`src/rtl/sar_pkg.sv`:
```
// sar_pkg: shared FSM state encoding and flag-validity check for the SAR search engine
package sar_pkg;
    typedef enum logic [1:0] {S_IDLE, S_PROBE, S_DONE} state_t;
    function automatic logic onehot3(input logic l, input logic g, input logic e);
        return (l ^ g ^ e) & ~(l & g & e);
    endfunction
endpackage

```
`src/rtl/sar_bit_ptr.sv`:
```
// sar_bit_ptr: bit pointer for the SAR search, counting n-1 down to 0 with a one-hot mask and last flag
module sar_bit_ptr #(
    parameter int n = 32
) (
    input  logic         clk,
    input  logic         rst,
    input  logic         i_load,
    input  logic         i_dec,
    output logic [n-1:0] o_mask,
    output logic         o_last
);
    localparam logic [$clog2(n)-1:0] TOP = $clog2(n)'(n - 1);
    logic [$clog2(n)-1:0] r_ptr;
    always_ff @(posedge clk or posedge rst) begin
        if (rst) r_ptr <= TOP;
        else if (i_load) r_ptr <= TOP;
        else if (i_dec) r_ptr <= r_ptr - 1'b1;
    end
    assign o_mask = {{(n-1){1'b0}}, 1'b1} << r_ptr;
    assign o_last = r_ptr == '0;
endmodule

```
`src/rtl/sar_search_nbit.sv`:
```
// sar_search_nbit: successive-approximation search driving an external comparator, one bit per clock.
// Define SAR_EARLY_EXIT_EN to finish as soon as the comparator reports an exact match.
module sar_search_nbit
    import sar_pkg::*;
#(
    parameter int n = 32
) (
    input  logic         clk,
    input  logic         rst,
    input  logic         start,
    input  logic         cmp_lesser,
    input  logic         cmp_greater,
    input  logic         cmp_equal,
    output logic [n-1:0] trial,
    output logic         busy,
    output logic         done,
    output logic [n-1:0] result,
    output logic         flag_err
);
    localparam logic [n-1:0] MSB = {1'b1, {(n-1){1'b0}}};
    state_t       r_state;
    logic [n-1:0] r_trial, r_result;
    logic         r_busy, r_done, r_flag_err;
    logic [n-1:0] w_mask, w_decided;
    logic         w_last, w_onehot, w_load, w_dec;
    assign w_onehot  = onehot3(cmp_lesser, cmp_greater, cmp_equal);
    assign w_decided = cmp_lesser ? (r_trial & ~w_mask) : r_trial;
    assign w_load    = (r_state != S_PROBE) && start;
    assign w_dec     = (r_state == S_PROBE) && !w_last;
    sar_bit_ptr #(.n(n)) u_ptr (
        .clk   (clk),
        .rst   (rst),
        .i_load(w_load),
        .i_dec (w_dec),
        .o_mask(w_mask),
        .o_last(w_last)
    );
    always_ff @(posedge clk or posedge rst) begin
        if (rst) begin
            r_state    <= S_IDLE;
            r_trial    <= '0;
            r_result   <= '0;
            r_busy     <= 1'b0;
            r_done     <= 1'b0;
            r_flag_err <= 1'b0;
        end else if (r_state == S_PROBE) begin
            if (!w_onehot) begin
                r_flag_err <= 1'b1;
                r_result   <= r_trial;
                r_busy     <= 1'b0;
                r_done     <= 1'b1;
                r_state    <= S_DONE;
`ifdef SAR_EARLY_EXIT_EN
            end else if (cmp_equal) begin
                r_result <= r_trial;
                r_busy   <= 1'b0;
                r_done   <= 1'b1;
                r_state  <= S_DONE;
`endif
            end else if (w_last) begin
                r_trial  <= w_decided;
                r_result <= w_decided;
                r_busy   <= 1'b0;
                r_done   <= 1'b1;
                r_state  <= S_DONE;
            end else begin
                r_trial <= w_decided | (w_mask >> 1);
            end
        end else begin
            r_done <= 1'b0;
            if (start) begin
                r_trial    <= MSB;
                r_busy     <= 1'b1;
                r_flag_err <= 1'b0;
                r_state    <= S_PROBE;
            end else begin
                r_state <= S_IDLE;
            end
        end
    end
    assign trial    = r_trial;
    assign busy     = r_busy;
    assign done     = r_done;
    assign result   = r_result;
    assign flag_err = r_flag_err;
endmodule

```
`config.mk`:
```
export PLATFORM = sky130hd
export DESIGN_NAME = sar_search_nbit
export DESIGN_NICKNAME = d
export VERILOG_FILES = /design/src/rtl/sar_pkg.sv /design/src/rtl/sar_bit_ptr.sv /design/src/rtl/sar_search_nbit.sv
export SDC_FILE = /design/constraint.sdc
export NUM_CORES = 1
export LEC_CHECK = 0
export ABC_AREA = 1
export CELL_PAD_IN_SITES_DETAIL_PLACEMENT = 1
export CELL_PAD_IN_SITES_GLOBAL_PLACEMENT = 1
export CORE_UTILIZATION = 41
export DETAILED_ROUTE_END_ITERATION = 6
export GPL_TIMING_DRIVEN = 1
export PLACE_DENSITY = 0.84
export SLEW_MARGIN = 10
export SYNTH_ARGS = -nofsm -noshare
export SYNTH_HDL_FRONTEND = slang
export SYNTH_SLANG_ARGS = --single-unit
```
`constraint.sdc`:
```
create_clock -name clk -period 7.2 [get_ports clk]
set_input_delay 1.44 -clock clk [delete_from_list [all_inputs] [get_ports clk]]
set_output_delay 1.44 -clock clk [all_outputs]
set_load 0.03 [all_outputs]
```
==> results.json, run 1 <==
{
  "grt_max_degree": 74,
  "finalCritPeriodShare": 0.658,
  "required_ns": 7.49,
  "num_rows": 34,
  "num_vias": 3458,
  "fp.dieH_um": 97.9,
  "final_cell_mix": "196 x nand2_1, 72 x clkdlybuf4s50_1, 68 x dfrtp_1",
  "grt_overflow": 0,
  "clock_skew_ns": 0.0102,
  "netlist_area_mm2": 0.00377,
  "maxSlewViolCount": 0,
  "drc": 6,
  "drive_gt1_frac": 0.0739,
  "wl_mm": 10.3,
  "hold_viol": 0,
  "synth-xor-area-share": 0,
  "place.gp.congestion": 0.868,
  "setup_viol": 0,
  "clock_latency_ns": 0.35,
  "multi_input_area_mm2": 0.00161,
  "p_total_mw": 1.44,
  "synthSimpleGateAreaFrac": 0.350,
  "max_cap_viol_count": 0,
  "r2r_slack_ns": 4.77,
  "antenna_cells": 0,
  "grt_usage": 0.227,
  "worstSetupPathType": "in -> reg",
  "cp.arrival_ns": 5.02,
  "first_pass_iters": 7,
  "synth.distinct_cells": 22,
  "clkTransAtPathRegs_ns": 0.08,
  "cts_buffers": 9,
  "routed_via_density": 5.22,
  "die_x_um": 97.9,
  "area_growth_pct": 23.6,
  "portBuffers": 72,
  "grt_pass1_vias": 3531,
  "routedWlPerCell_um": 15.6,
  "grt_pass1_wl_mm": 17.4,
  "fmax_ghz": 0.211,
  "layout_min_cycle_time_ns": 4.73,
  "design.core.area_mm2": 0.00881,
  "syn_avg_cell_area_um2": 7.58,
  "synthAdderAreaFrac": 0.0199,
  "rsz0062_at_grt": "no",
  "ir_drop_v": 0.000144,
  "fin_setup_tns_ns": 0,
  "violations": "DRC",
  "critPathMaxFanout": 35,
  "drtAntennaViolNets": 0,
  "initialDrtViolationCount": 189,
  "max-clock-path-buffers": 2,
  "start_util": 0.428,
  "yosys_warnings": 0,
  "htreeDepth": 3,
  "ys_ff_latch": 73,
  "cp-end-kind": "flip-flop",
  "power_leakage_nw": 2.22,
  "cts_tree": "done",
  "fillers": 1105,
  "synth_compound_area_frac": 0.0568,
  "antenna_found_initial": 0,
  "post_cts_resized": 0,
  "synth_top_family_by_area": "simple AND/OR/NAND/NOR gates",
  "cts_setup_buffers": 0,
  "cp-start-kind": "input port",
  "setup_ws_ns": 2.47,
  "mostFrequentLayoutCell": "nand2_1",
  "cts_hold_buf": 0,
  "synthCells": 497,
  "io_pins": 73,
  "maxSlewHeadroom": 0.254,
  "seq_area_frac_synth": 0.486,
  "hpwl_mm": 6.78,
  "seq_area_mm2": 0.00183,
  "cts_num_sinks": 73,
  "fin_nets": 562,
  "hold_class": "reg -> reg",
  "power.density_mw_per_mm2": 308,
  "dp_slack_ns": 2.08,
  "cts_root_buffer": "clkbuf_8",
  "worst_pin_slew_ns": 1.12,
  "synth_mux_area_frac": 0,
  "syn_nets": 509,
  "die_area_mm2": 0.00958,
  "status": "complete, but fails checks"
}
synthesized netlist by cell type (all sizes together):
| master | instances | area [µm²] |
|---|---|---|
| dfrtp | 68 | 1700 |
| dfstp | 5 | 131 |
| nand2 | 199 | 759 |
| nand4 | 16 | 100 |
| nand3 | 48 | 245 |
| nor2 | 44 | 180 |
| inv | 36 | 135 |
| clkbuf | 7 | 26.3 |
| o21ai | 34 | 204 |
| ha | 6 | 75.1 |
| buf | 25 | 165 |
| nor3 | 7 | 35.0 |
| a21oi | 2 | 10.0 |
critical path: stages:
cell and delay [ns]:
clkdlybuf4s50_1 1.21, ha_1 0.40, inv_1 0.07, nand3_1 0.08
nand2_1 0.19, nand2_1 0.60, inv_2 0.73, nand3_1 0.15
nand2_1 0.12
cell families (layout without fill, tap and decap cells):
family          after synthesis  after routing
buf+inv                      68            126
flops                        73             73
compound gates               36             36
simple gates                314            314
fa+ha+maj                     6              6
registers in the layout (all words and copies together), names as in the netlist:
| signal | cells |
|---|---|
| trial | 32 |
| flag_err | 1 |
| r_state | 2 |
| u_ptr.r_ptr | 5 |
| result | 32 |
| busy | 1 |
through the flow:
step	hold slack, ns	cell area, µm²	utilization	std cells
5_1_grt	0.507	4660	0.529	663
3_5_place_dp	0.461	4450	0.505	647
6_report	0.477	4660	0.529	663
2_1_floorplan	0.545	3770	-	497
3_3_place_gp	0.453	4450	0.505	647
4_1_cts	0.481	4660	0.529	663
cell type report:
type / count / area share
flip-flops and latches: 73 / 0.393
clock inverters: 5 / 0.0172
inverters: 36 / 0.0290
repair buffers: 74 / 0.158
clock buffers: 11 / 0.0282
well taps: 108 / 0.0290
multi-input cells: 356 / 0.345
power by group:
part,switching [mW],internal [mW]
registers,0.0796,0.479
clock network,0.157,0.195
logic,0.372,0.154
total,0.608,0.828
layer usage:
metal,vias to the layer above,global-route usage,wire length [µm],part of all wire
li1,1682,-,-,-
met1,1704,0.290,4670,0.45
met2,62,0.389,5200,0.50
met3,10,0.0408,344,0.033
met4,0,0.0723,96,0.0093
met5,-,0,0,0
path summary, 6_finish.rpt:
path / start / to / cells past startpoint
worst max-delay path: cmp_lesser / trial[5] / 9
min in group asynchronous: rst / result[14] / 3
max in group asynchronous: rst / trial[3] / 3
worst min-delay path: result[13] / result[13] / 2
worst min register to register: result[13] / result[13] / 2
worst max register to register: u_ptr.r_ptr[4] / result[0] / 5
Power figures use the tool's default switching activity.
==> inputs of run 2 (changes only) <==
CORE_UTILIZATION = 38   (was 41)
PLACE_DENSITY = 0.79   (was 0.84)
clock period = 4.5 ns   (was 7.2 ns; I/O delays follow)
==> results.json, run 2 (same netlist as run 1, synthesis figures left out) <==
{
  "mostFrequentLayoutCell": "nand2_1",
  "fmax_ghz": 0.324,
  "status": "completed",
  "r2r-end": "result[1]",
  "p_comb_frac": 0.352,
  "hold_class": "reg -> reg",
  "initialDrtViolationCount": 103,
  "fin_nets": 565,
  "internal_power_mw": 1.42,
  "met2_wirelength_mm": 5.18,
  "seq_power_share": 0.374,
  "maxSlewViolCount": 0,
  "start_util": 0.400,
  "routedWlPerCell_um": 15.3,
  "power_leakage_nw": 2.26,
  "wirelength_met1_mm": 4.81,
  "grt_max_degree": 43,
  "max-clock-path-buffers": 2,
  "switchingPower_mw": 0.979,
  "io_pins": 73,
  "r2r_slack_ns": 2.08,
  "cpMostUsedCell": "nand2_1",
  "first_pass_iters": 4,
  "htreeDepth": 3,
  "post_cts_resized": 0,
  "setup_ws_ns": 1.42,
  "maxSlewHeadroom": 0.407,
  "num_vias": 3414,
  "cts_buffers": 9,
  "final_cell_mix": "196 x nand2_1, 72 x clkdlybuf4s50_1, 68 x dfrtp_1",
  "hpwl_mm": 7.35,
  "final_core_util": 0.505,
  "layout_min_cycle_time_ns": 3.08,
  "grt_pass1_wl_mm": 17.8,
  "rsz0062_at_grt": "no",
  "max_cap_viol_count": 0,
  "antenna_cells": 0,
  "drtAntennaViolNets": 0,
  "p_sw_frac": 0.409,
  "wl_met3_um": 316,
  "die_area_mm2": 0.0103,
  "fin_setup_tns_ns": 0,
  "worstReg2RegStart": "u_ptr.r_ptr[4]",
  "whs_endpoint": "result[8]",
  "cpLargestDelayFamily": "buffers and inverters",
  "setup_viol": 0,
  "place.gp.congestion": 0.858,
  "hold_viol": 0,
  "fin_area_mm2": 0.00475,
  "routed_via_density": 4.97,
  "top_layer": "met4",
  "dpl_cell_area_mm2": 0.00450,
  "worst-path-buf-inv": 5,
  "finalCritPeriodShare": 0.685,
  "die_x_um": 102,
  "antenna_found_initial": 0,
  "hp-start": "result[8]",
  "wl_mm": 10.5,
  "clock_skew_ns": 0.0118,
  "grt_pass1_vias": 3642,
  "slowest_stage": "inv_2",
  "drc": 0,
  "min_path_cells": 2,
  "critPathMaxFanout": 35,
  "power.density_mw_per_mm2": 504,
  "dp_slack_ns": 1.01,
  "ir_drop_v": 0.000297,
  "fillers": 1183,
  "cts_setup_buffers": 0,
  "cp.arrival_ns": 3.34,
  "grt_usage": 0.225,
  "clkTransAtPathRegs_ns": 0.08,
  "area_growth_pct": 26.1,
  "num_rows": 35,
  "worstSetupPathType": "in -> reg",
  "cp-end-kind": "flip-flop",
  "grt_overflow": 0,
  "p_total_mw": 2.39,
  "cts_root_buffer": "clkbuf_8",
  "fp.dieH_um": 102,
  "slowest_delay_ns": 0.47,
  "startpoint": "cmp_lesser",
  "required_ns": 4.76,
  "reg2reg_depth": 5,
  "design.core.area_mm2": 0.00942,
  "cts_hold_buf": 0,
  "drive_gt1_frac": 0.0806,
  "cts_tree": "done",
  "clock_latency_ns": 0.36,
  "portBuffers": 72,
  "cp-start-kind": "input port",
  "worst_pin_slew_ns": 0.888,
  "worstPathCellList": "clkdlybuf4s50_1, buf_4, ha_1, inv_1, nand3_1, nand2_1, nand2_1, buf_4, inv_2, nand2_1, nand2_1, nand2_1",
  "cts_num_sinks": 73,
  "clkPwrFrac": 0.275
}
-- run 2: cell types whose count changed in the layout (fill, tap and decap cells not counted), sizes merged --
| cell | delta |
|---|---|
| bufinv | +1 |
| buf | +3 |
| clkinvlp | -2 |
| clkbuf | +1 |
-- run 2: power by group through the flow --
stage	registers [mW]	logic (mW)	clock network (mW)
floorplan	0.980	0.503	0
global placement	0.898	0.819	0
detailed placement	0.905	0.842	0
CTS	0.893	0.848	0.660
global route	0.911	0.925	0.690
finish	0.894	0.842	0.658
-- run 2: metrics by stage --
step / hold WS [ns] / instances
2_1_floorplan: 0.545 / 497
3_3_place_gp: 0.453 / 671
3_5_place_dp: 0.457 / 671
4_1_cts: 0.474 / 687
5_1_grt: 0.495 / 687
6_report: 0.471 / 687
-- run 2: how the worst max path moves through the flow --
stage | depth (start not counted) | to
after floorplan | 1 | busy
after global placement | 12 | trial[26]
after detailed placement | 12 | trial[2]
after CTS | 12 | trial[2]
after global routing | 12 | trial[2]
final | 12 | trial[0]
-- run 2: final cells by class --
| cell class | count | area [µm²] | area share |
|---|---|---|---|
| flip-flops and latches | 73 | 1830 | 0.386 |
| multi-input cells | 356 | 1610 | 0.339 |
| repair buffers | 77 | 758 | 0.160 |
| well taps | 129 | 161 | 0.0340 |
| clock buffers | 12 | 155 | 0.0327 |
| inverters | 36 | 135 | 0.0284 |
| clock inverters | 4 | 98.8 | 0.0208 |
-- run 2: layer usage --
metal | vias up | GRT usage
met1 | 1657 | 0.281
met3 | 17 | 0.0366
li1 | 1676 | -
met5 | - | 0
met4 | 0 | 0.0814
met2 | 64 | 0.391
-- run 2: worst min-delay path, cell delays in order, from the launching register on --
cell and delay, ns:
dfrtp_1 0.35, nand2_1 0.05, nand2_1 0.04
==> inputs of run 3 (changes only) <==
CORE_UTILIZATION = 34   (was 38)
PLACE_DENSITY = 0.74   (was 0.79)
clock period = 2.55 ns   (was 4.5 ns; I/O delays follow)
==> results.json, run 3 (same netlist as run 1, synthesis figures left out) <==
{
  "die_area_mm2": 0.0115,
  "start_util": 0.348,
  "io_pins": 73,
  "grt_max_degree": 74,
  "ir_drop_v": 0.000386,
  "worstSetupPathType": "reg -> out",
  "maxSlewHeadroom": 0.656,
  "place.gp.congestion": 0.842,
  "clkPwrFrac": 0.250,
  "worst-path-buf-inv": 1,
  "wl_mm": 10.3,
  "design.core.area_mm2": 0.0108,
  "finalCritPeriodShare": 0.787,
  "internal_power_mw": 2.46,
  "hold_viol": 0,
  "p_comb_frac": 0.387,
  "cpLargestDelayFamily": "buffers and inverters",
  "worst_pin_slew_ns": 0.515,
  "clock_skew_ns": 0.00777,
  "grt_overflow": 0,
  "hold_class": "reg -> reg",
  "num_vias": 3447,
  "clkTransAtPathRegs_ns": 0.08,
  "worstReg2RegStart": "u_ptr.r_ptr[0]",
  "p_sw_frac": 0.412,
  "initialDrtViolationCount": 205,
  "die_x_um": 107,
  "area_growth_pct": 28.4,
  "slowest_stage": "clkdlybuf4s50_1",
  "power_leakage_nw": 2.30,
  "switchingPower_mw": 1.72,
  "critPathMaxFanout": 3,
  "mostFrequentLayoutCell": "nand2_1",
  "fin_nets": 573,
  "drive_gt1_frac": 0.0954,
  "worstPathCellList": "clkdlybuf4s50_1",
  "place_inst": 690,
  "cts_num_sinks": 73,
  "hp-start": "result[10]",
  "cts_buffers": 9,
  "cts_hold_buf": 0,
  "max-clock-path-buffers": 2,
  "grt_pass1_vias": 3452,
  "max_cap_viol_count": 0,
  "rsz0062_at_grt": "no",
  "finalNonFillerCells": 706,
  "maxSlewViolCount": 0,
  "drc": 0,
  "routed_via_density": 4.88,
  "clock_latency_ns": 0.36,
  "cp.arrival_ns": 1.50,
  "post_cts_resized": 0,
  "htreeDepth": 3,
  "first_pass_iters": 7,
  "power.density_mw_per_mm2": 864,
  "status": "completed",
  "hpwl_mm": 7.12,
  "fmax_ghz": 0.498,
  "required_ns": 2.04,
  "dp_slack_ns": 0.278,
  "final_cell_mix": "196 x nand2_1, 72 x clkdlybuf4s50_1, 68 x dfrtp_1",
  "cts_root_buffer": "clkbuf_8",
  "antenna_found_initial": 0,
  "cp-end-kind": "output pin",
  "grt_usage": 0.198,
  "cts_tree": "done",
  "portBuffers": 72,
  "fin_setup_tns_ns": 0,
  "num_rows": 38,
  "startpoint": "r_state[1]",
  "cts_setup_buffers": 0,
  "grt_pass1_wl_mm": 17.7,
  "layout_min_cycle_time_ns": 2.01,
  "cp-start-kind": "flip-flop",
  "fp.dieH_um": 107,
  "routedWlPerCell_um": 14.6,
  "setup_ws_ns": 0.543,
  "slowest_delay_ns": 0.71,
  "antenna_cells": 0,
  "drtAntennaViolNets": 0,
  "setup_viol": 0,
  "seq_power_share": 0.363
}
[run 3: cell types whose count changed in the layout (fill, tap and decap cells not counted)]
cell / delta
clkinvlp_4: +1
clkbuf_1: -1
clkinv_4: -1
clkinv_2: +2
buf_4: +5
buf_12: +3
bufinv_16: -1
[run 3: final cells by class]
type | instances | area (µm²)
fill | 1368 | 6000
sequential | 73 | 1830
multi-input combinational | 356 | 1610
timing repair buffer | 85 | 856
tap | 140 | 175
clock buffer | 11 | 151
inverter | 36 | 135
clock inverter | 5 | 77.6
[run 3: routing by layer]
layer	track usage	share of wire	vias up
met3	0.0278	0.036	14
li1	-	-	1699
met1	0.265	0.46	1659
met2	0.322	0.48	75
met5	0	0	-
met4	0.0793	0.021	0
[run 3: worst paths after layout]
kind	end	slack, ns	cells after the start
max	done	0.54	1
min	result[10]	0.47	2
max reg2reg	result[14]	0.59	7
min reg2reg	result[10]	0.47	2
max in group asynchronous	u_ptr.r_ptr[3]	1.65	3
min in group asynchronous	result[8]	0.56	3
[run 3: power by group through the flow]
| stage | Clock (mW) | Sequential, mW | Combinational, mW |
|---|---|---|---|
| global route | 1.11 | 1.55 | 1.78 |
| detailed placement | 0 | 1.54 | 1.62 |
| finish | 1.05 | 1.52 | 1.62 |
| CTS | 1.08 | 1.52 | 1.63 |
| global placement | 0 | 1.53 | 1.59 |
| floorplan | 0 | 1.73 | 0.888 |
[run 3: metrics by stage]
step / total power [mW] / util / instance area (µm²) / hold WS, ns
after floorplan: 2.62 / - / 3770 / 0.545
final: 4.18 / 0.446 / 4840 / 0.473
after CTS: 4.23 / 0.446 / 4840 / 0.479
after detailed placement: 3.17 / 0.425 / 4610 / 0.459
after global routing: 4.43 / 0.446 / 4840 / 0.500
after global placement: 3.12 / 0.425 / 4610 / 0.453
